===== src/rtl/fwd_scoreboard_if.sv =====
// Operand-forwarding scoreboard bus: EX-stage inputs in, per-source selects, stall and counters out.
interface fwd_scoreboard_if #(
  parameter int unsigned REG_AW    = 5,
  parameter int unsigned NUM_SRC   = 3,
  parameter int unsigned FWD_DEPTH = 2,
  parameter int unsigned LAT_W     = 2,
  parameter int unsigned SEL_W     = $clog2(FWD_DEPTH + 1)
);
  logic                       hold_i;
  logic                       flush_i;
  logic                       ex_valid_i;
  logic [REG_AW-1:0]          ex_rd_i;
  logic                       ex_we_i;
  logic [LAT_W-1:0]           ex_lat_i;
  logic [NUM_SRC*REG_AW-1:0]  src_addr_i;
  logic [NUM_SRC-1:0]         src_used_i;
  logic [NUM_SRC*SEL_W-1:0]   fwd_sel_o;
  logic                       stall_o;
  logic [31:0]                stall_cnt_o;
  logic [31:0]                fwd_cnt_o;

  // Pipeline side: drives the EX-stage view, consumes selects and stall
  modport master (
    output hold_i, flush_i, ex_valid_i, ex_rd_i, ex_we_i, ex_lat_i,
           src_addr_i, src_used_i,
    input  fwd_sel_o, stall_o, stall_cnt_o, fwd_cnt_o
  );

  // Scoreboard side
  modport slave (
    input  hold_i, flush_i, ex_valid_i, ex_rd_i, ex_we_i, ex_lat_i,
           src_addr_i, src_used_i,
    output fwd_sel_o, stall_o, stall_cnt_o, fwd_cnt_o
  );
endinterface


===== src/rtl/fwd_scoreboard.sv =====
// Forwarding scoreboard: tracks in-flight destination registers over FWD_DEPTH
// post-EX stages, picks the youngest producer per operand, and stalls on
// producers whose result is not yet forwardable.
module fwd_scoreboard #(
  parameter int unsigned REG_AW    = 5,
  parameter int unsigned NUM_SRC   = 3,
  parameter int unsigned FWD_DEPTH = 2,
  parameter int unsigned LAT_W     = 2,
  parameter int unsigned SEL_W     = $clog2(FWD_DEPTH + 1)
) (
  input  logic             clk,
  input  logic             rst,
  fwd_scoreboard_if.slave  bus
);

  typedef struct packed {
    logic              vld;
    logic [REG_AW-1:0] rd;
    logic              we;
    logic [LAT_W-1:0]  cnt;
  } entry_t;

  entry_t                     r_ent [FWD_DEPTH];
  logic [31:0]                r_stall_cnt;
  logic [31:0]                r_fwd_cnt;

  entry_t                     w_new;
  entry_t                     w_shift [FWD_DEPTH];
  logic [NUM_SRC*SEL_W-1:0]   w_sel;
  logic [NUM_SRC-1:0]         w_hit;
  logic [NUM_SRC-1:0]         w_wait;
  logic                       w_stall;
  logic                       w_fire;
  logic                       w_any_fwd;
  logic [LAT_W-1:0]           w_lat_clamped;

  // Per-source youngest-producer search; only the youngest match decides stall
  always_comb begin
    w_sel  = '0;
    w_hit  = '0;
    w_wait = '0;
    for (int unsigned s = 0; s < NUM_SRC; s++) begin
      for (int unsigned i = 0; i < FWD_DEPTH; i++) begin
        if (!w_hit[s] && bus.src_used_i[s] && r_ent[i].vld && r_ent[i].we &&
            (r_ent[i].rd != '0) &&
            (r_ent[i].rd == bus.src_addr_i[s*REG_AW +: REG_AW])) begin
          w_hit[s]                = 1'b1;
          w_sel[s*SEL_W +: SEL_W] = SEL_W'(i + 1);
          w_wait[s]               = (r_ent[i].cnt != '0);
        end
      end
    end
  end

  assign w_stall   = bus.ex_valid_i & (|w_wait);
  assign w_fire    = bus.ex_valid_i & ~w_stall & ~bus.hold_i & ~bus.flush_i;
  assign w_any_fwd = |w_sel;

  // Latency is clamped so an entry's countdown always reaches zero before it retires
  always_comb begin
    w_lat_clamped = bus.ex_lat_i;
    if (32'(bus.ex_lat_i) > FWD_DEPTH - 1) begin
      w_lat_clamped = LAT_W'(FWD_DEPTH - 1);
    end
  end

  // Next-entry image: new EX tag (or bubble) at stage 0, older stages shift with countdown
  always_comb begin
    w_new = '0;
    if (w_fire) begin
      w_new.vld = 1'b1;
      w_new.rd  = bus.ex_rd_i;
      w_new.we  = bus.ex_we_i;
      w_new.cnt = w_lat_clamped;
    end
    w_shift[0] = w_new;
    for (int unsigned i = 1; i < FWD_DEPTH; i++) begin
      w_shift[i]     = r_ent[i-1];
      w_shift[i].cnt = (r_ent[i-1].cnt == '0) ? '0 : r_ent[i-1].cnt - 1'b1;
    end
  end

  // Scoreboard shift register; frozen while held
  always_ff @(posedge clk or posedge rst) begin
    if (rst) begin
      for (int unsigned i = 0; i < FWD_DEPTH; i++) begin
        r_ent[i] <= '0;
      end
    end else if (!bus.hold_i) begin
      for (int unsigned i = 0; i < FWD_DEPTH; i++) begin
        r_ent[i] <= w_shift[i];
      end
    end
  end

  // Saturating stall and forward-activity counters
  always_ff @(posedge clk or posedge rst) begin
    if (rst) begin
      r_stall_cnt <= '0;
      r_fwd_cnt   <= '0;
    end else if (!bus.hold_i) begin
      if (w_stall && (r_stall_cnt != '1)) begin
        r_stall_cnt <= r_stall_cnt + 32'd1;
      end
      if (w_any_fwd && (r_fwd_cnt != '1)) begin
        r_fwd_cnt <= r_fwd_cnt + 32'd1;
      end
    end
  end

  assign bus.fwd_sel_o   = w_sel;
  assign bus.stall_o     = w_stall;
  assign bus.stall_cnt_o = r_stall_cnt;
  assign bus.fwd_cnt_o   = r_fwd_cnt;

endmodule


===== src/flat_wrapper.sv =====
// flat-port wrapper written by rule: the top's interface ports become plain ports
module fwd_scoreboard_flat 
#(
  parameter int unsigned REG_AW    = 5,
  parameter int unsigned NUM_SRC   = 3,
  parameter int unsigned FWD_DEPTH = 2,
  parameter int unsigned LAT_W     = 2,
  parameter int unsigned SEL_W     = $clog2(FWD_DEPTH + 1)
)
  (clk, rst, bus_hold_i, bus_flush_i, bus_ex_valid_i, bus_ex_rd_i, bus_ex_we_i, bus_ex_lat_i, bus_src_addr_i, bus_src_used_i, bus_fwd_sel_o, bus_stall_o, bus_stall_cnt_o, bus_fwd_cnt_o);
  fwd_scoreboard_if #(.REG_AW(REG_AW), .NUM_SRC(NUM_SRC), .FWD_DEPTH(FWD_DEPTH), .LAT_W(LAT_W), .SEL_W(SEL_W)) bus_i ();
  input  logic clk;
  input  logic rst;
  input wire logic [$bits(bus_i.hold_i)-1:0] bus_hold_i;
  input wire logic [$bits(bus_i.flush_i)-1:0] bus_flush_i;
  input wire logic [$bits(bus_i.ex_valid_i)-1:0] bus_ex_valid_i;
  input wire logic [$bits(bus_i.ex_rd_i)-1:0] bus_ex_rd_i;
  input wire logic [$bits(bus_i.ex_we_i)-1:0] bus_ex_we_i;
  input wire logic [$bits(bus_i.ex_lat_i)-1:0] bus_ex_lat_i;
  input wire logic [$bits(bus_i.src_addr_i)-1:0] bus_src_addr_i;
  input wire logic [$bits(bus_i.src_used_i)-1:0] bus_src_used_i;
  output wire logic [$bits(bus_i.fwd_sel_o)-1:0] bus_fwd_sel_o;
  output wire logic [$bits(bus_i.stall_o)-1:0] bus_stall_o;
  output wire logic [$bits(bus_i.stall_cnt_o)-1:0] bus_stall_cnt_o;
  output wire logic [$bits(bus_i.fwd_cnt_o)-1:0] bus_fwd_cnt_o;
  assign bus_i.hold_i = bus_hold_i;
  assign bus_i.flush_i = bus_flush_i;
  assign bus_i.ex_valid_i = bus_ex_valid_i;
  assign bus_i.ex_rd_i = bus_ex_rd_i;
  assign bus_i.ex_we_i = bus_ex_we_i;
  assign bus_i.ex_lat_i = bus_ex_lat_i;
  assign bus_i.src_addr_i = bus_src_addr_i;
  assign bus_i.src_used_i = bus_src_used_i;
  assign bus_fwd_sel_o = bus_i.fwd_sel_o;
  assign bus_stall_o = bus_i.stall_o;
  assign bus_stall_cnt_o = bus_i.stall_cnt_o;
  assign bus_fwd_cnt_o = bus_i.fwd_cnt_o;
  fwd_scoreboard #(.REG_AW(REG_AW), .NUM_SRC(NUM_SRC), .FWD_DEPTH(FWD_DEPTH), .LAT_W(LAT_W), .SEL_W(SEL_W)) u_core (.clk(clk), .rst(rst), .bus(bus_i));
endmodule

===== config.mk =====
export PLATFORM = sky130hd
export DESIGN_NAME = fwd_scoreboard_flat
export DESIGN_NICKNAME = d
export VERILOG_FILES = /design/src/rtl/fwd_scoreboard_if.sv /design/src/rtl/fwd_scoreboard.sv /design/src/flat_wrapper.sv
export SDC_FILE = /design/constraint.sdc
export NUM_CORES = 1
export LEC_CHECK = 0
export CORE_MARGIN = 2
export CORE_UTILIZATION = 30
export DETAILED_ROUTE_END_ITERATION = 16
export GPL_TIMING_DRIVEN = 0
export PLACE_DENSITY = 0.64
export SETUP_SLACK_MARGIN = 0.05
export SYNTH_ARGS = -nofsm -noshare
export SYNTH_HDL_FRONTEND = slang
export SYNTH_SLANG_ARGS = --single-unit

===== constraint.sdc =====
create_clock -name clk -period 4.23 [get_ports clk]
set_clock_uncertainty 0.15 [all_clocks]
set_input_delay 0.846 -clock clk [delete_from_list [all_inputs] [get_ports clk]]
set_output_delay 0.846 -clock clk [all_outputs]
set_load 0.02 [all_outputs]

==> results_dict.tcl <==
set metrics [dict create \
    synth_compound_area_frac 0.0309 \
    multi_input_area_sq_um 2060 \
    pwr-share-clk 0.485 \
    async_flop_share 1.00 \
    diodes 0 \
    switching_power_uw 393 \
    cp_max_fo 6 \
    clockBufferDepth 2 \
    ys_seq_elements 82 \
    worst_ir_drop_vdd_v 0.000148 \
    io_buffers 101 \
    gr-total-overflow 0 \
    routed-via-count 3438 \
    grt_pass1_vias 3374 \
    drc_errors 0 \
    ys.flop_type "dfrtp_1" \
    worstSetupEndpointType "primary output" \
    timing.rr.start "u_core.bus.stall_cnt_o[13]" \
    htreeDepth 3 \
    hold_depth 1 \
    coreArea_sq_um 13800 \
    cts_sinks 82 \
    avgSynthCellArea_sq_um 10.5 \
    die_h_um 123 \
    finalNonFillerCells 700 \
    die_x_um 123 \
    yosys-top-cells-count "dfrtp_1 (82), xnor2_1 (72), nand4_1 (39), nand2_1 (35), nand3_1 (22)" \
    worst_pin_slew_ns 0.782 \
    yosys_warnings 0 \
    fin_util 0.423 \
    drt-total-wl_mm 10.8 \
    ant_nets 0 \
    r2r_end "u_core.bus.stall_cnt_o[20]" \
    setup_viol 0 \
    rsz0062_at_grt "false" \
    grt_pass1_wl_mm 17.6 \
    hp-start "u_core.bus.fwd_cnt_o[6]" \
    firstDrtPassIters 4 \
    die-area_sq_um 15000 \
    comb_power_share 0.067 \
    initial_core_util 0.305 \
    ys_seq_area_frac 0.487 \
    clock.fmax_ghz 0.247 \
    period_needed_ns 4.05 \
    clkLatencyLatePin_ns 0.34 \
    p_int_uw 1410 \
    drt_iter0_markers 168 \
    finalCritPeriodShare 0.957 \
    gp_congestion 0.834 \
    final_max_slew_viol_count 0 \
    netlist_instances 403 \
    setup_tns_ns 0 \
    slew_headroom 0.475 \
    cp.required_ns 3.23 \
    cp-start-kind "flop" \
    grt_max_degree 70 \
    rows 43 \
    cts_setup_buffers 0 \
    pin_count 102 \
    wl_per_cell_um 15.5 \
    synth_top_area_share 0.487 \
    gr-usage-all-layers 0.152 \
    placedCellCount 685 \
    timing.hold.ws_ns 0.337 \
    cts_tree "built" \
    hp-class "flop to flop" \
    viasPerCell 4.91 \
    synth_fa_ha_area_frac 0.00593 \
    drive_gt1_frac 0.100 \
    synth_edf_count 0 \
    synth_top_family_by_area "simple AND/OR/NAND/NOR gates" \
    cts-buffers-inserted 9 \
    yosysTopAreaCell "dfrtp_1" \
    power_uw 1810 \
    cts-root-buf "clkbuf_16" \
    fill_cells 1318 \
    leakage_uw 0.00243 \
    area_growth_pct 38.7 \
    synthSimpleGateAreaFrac 0.232 \
    antenna_found_initial 0 \
    critPathArrivalTime_ns 3.05 \
    hold_end "u_core.bus.fwd_cnt_o[6]" \
    final_hold_viol_count 0 \
    yosysMostFrequentCell "dfrtp_1" \
    r2r_cells 10 \
    maxCapViolCount 0 \
    dp_hpwl_mm 7.94 \
    run_status "complete, no violations" \
    switching_share 0.218 \
    seqPwrFrac 0.447 \
    synth_nets 436 \
    synth_cell_type_count 37 \
    powerDensity_nw_per_um2 309 \
    netlist_area_sq_um 4220 \
    clkTransAtPathRegs_ns 0.06 \
    cts-hold-fix-buffers 0 \
    synth-xor-area-share 0.191 \
    final_nets 548 \
    ff2ff_setup_slack_ns 0.79 \
    synthMuxAreaShare 0.0214 \
    crit_type "flop to primary output" \
    synth_area_leaders "dfrtp_1 (49%), xnor2_1 (15%), nand4_1 (5.8%)" \
    regArea_sq_um 2050 \
]
registers in the layout, summed over array words and instances (netlist names):
signal                  count
u_core.bus.fwd_cnt_o       32
u_core.bus.stall_cnt_o     32
u_core.r_ent               18
kinds of logic after synthesis:
group | count (synthesis)
AOI/OAI and AO/OA | 16
xor gates and xnor gates | 92
adders and majority gates | 2
buffers and inverters | 27
DFF | 82
muxes | 8
and+or+nand+nor | 176
routing by layer:
layer	wire [um]	global-route usage	part of all wire	vias to the layer above
li1	-	-	-	1646
met1	5210	0.212	0.48	1686
met2	4900	0.222	0.45	88
met3	524	0.0395	0.048	18
met4	203	0.0661	0.019	0
met5	0	0	0	-
through the flow:
| step | worst slack, ns | cell area (sq um) |
|---|---|---|
| 2_1_floorplan | 0.599 | 4220 |
| 3_3_place_gp | -0.281 | 5450 |
| 3_5_place_dp | -0.235 | 5480 |
| 4_1_cts | 0.0705 | 5830 |
| 5_1_grt | 0.0562 | 5850 |
| 6_report | 0.183 | 5850 |
timing repair:
item / in CTS / in global routing
gates resized for setup: 6 / 5
endpoints found under the setup margin: 1 / 2
pin swaps: 0 / 1
worst max path at each step:
stage                       startpoint                to  slack (ns)
global placement    bus_src_addr_i[14]       bus_stall_o       -0.28
finish                u_core.r_ent[13]  bus_fwd_sel_o[5]        0.18
floorplan             u_core.r_ent[13]       bus_stall_o        0.60
global route          u_core.r_ent[13]       bus_stall_o        0.06
detailed placement  bus_src_addr_i[14]       bus_stall_o       -0.23
CTS                   u_core.r_ent[13]       bus_stall_o        0.07
cell usage in the layout, fill, tap and decap left out, types with 2 or more instances in the layout:
cell type / n
nor2_1: 15
nor4_1: 3
nand4_1: 39
inv_1: 7
clkbuf_1: 9
nor3_1: 18
clkbuf_8: 2
nand3_1: 22
a22o_1: 7
mux2_2: 8
nor4_2: 3
xnor2_1: 72
or2_2: 3
ha_1: 2
o21ai_0: 2
nand2_1: 35
and2_1: 3
and4_1: 3
nor3_2: 3
or4_4: 4
clkbuf_16: 9
clkdlybuf4s50_1: 100
bufinv_16: 2
and3_1: 16
or4_1: 2
buf_2: 6
nor2b_1: 2
dfrtp_1: 82
buf_6: 4
xor2_1: 20
critical path, stage by stage (launching register included):
cell and delay [ns]:
dfrtp_1 0.37, buf_6 0.14, or4_4 0.54, o211ai_4 0.26, nor3_2 0.13, or4_4 0.59
inv_1 0.08, clkdlybuf4s50_1 0.60
power by group through the flow:
stage | sequential (uW) | clock, uW | combinational, uW
2_1_floorplan | 818 | 0 | 68.8
3_3_place_gp | 820 | 0 | 116
3_5_place_dp | 821 | 0 | 122
4_1_cts | 807 | 900 | 122
5_1_grt | 809 | 935 | 133
6_report | 808 | 876 | 122
final cells by class:
class | instances | share of cell area
Timing Repair Buffer | 102 | 0.177
Sequential cell | 82 | 0.351
Multi-Input combinational cell | 294 | 0.353
Inverter | 8 | 0.00556
Clock inverter | 5 | 0.0145
Clock buffer | 11 | 0.0432
Tap cell | 180 | 0.0385
Buffer | 18 | 0.0178
No activity file was read; power rests on OpenSTA's default activity.
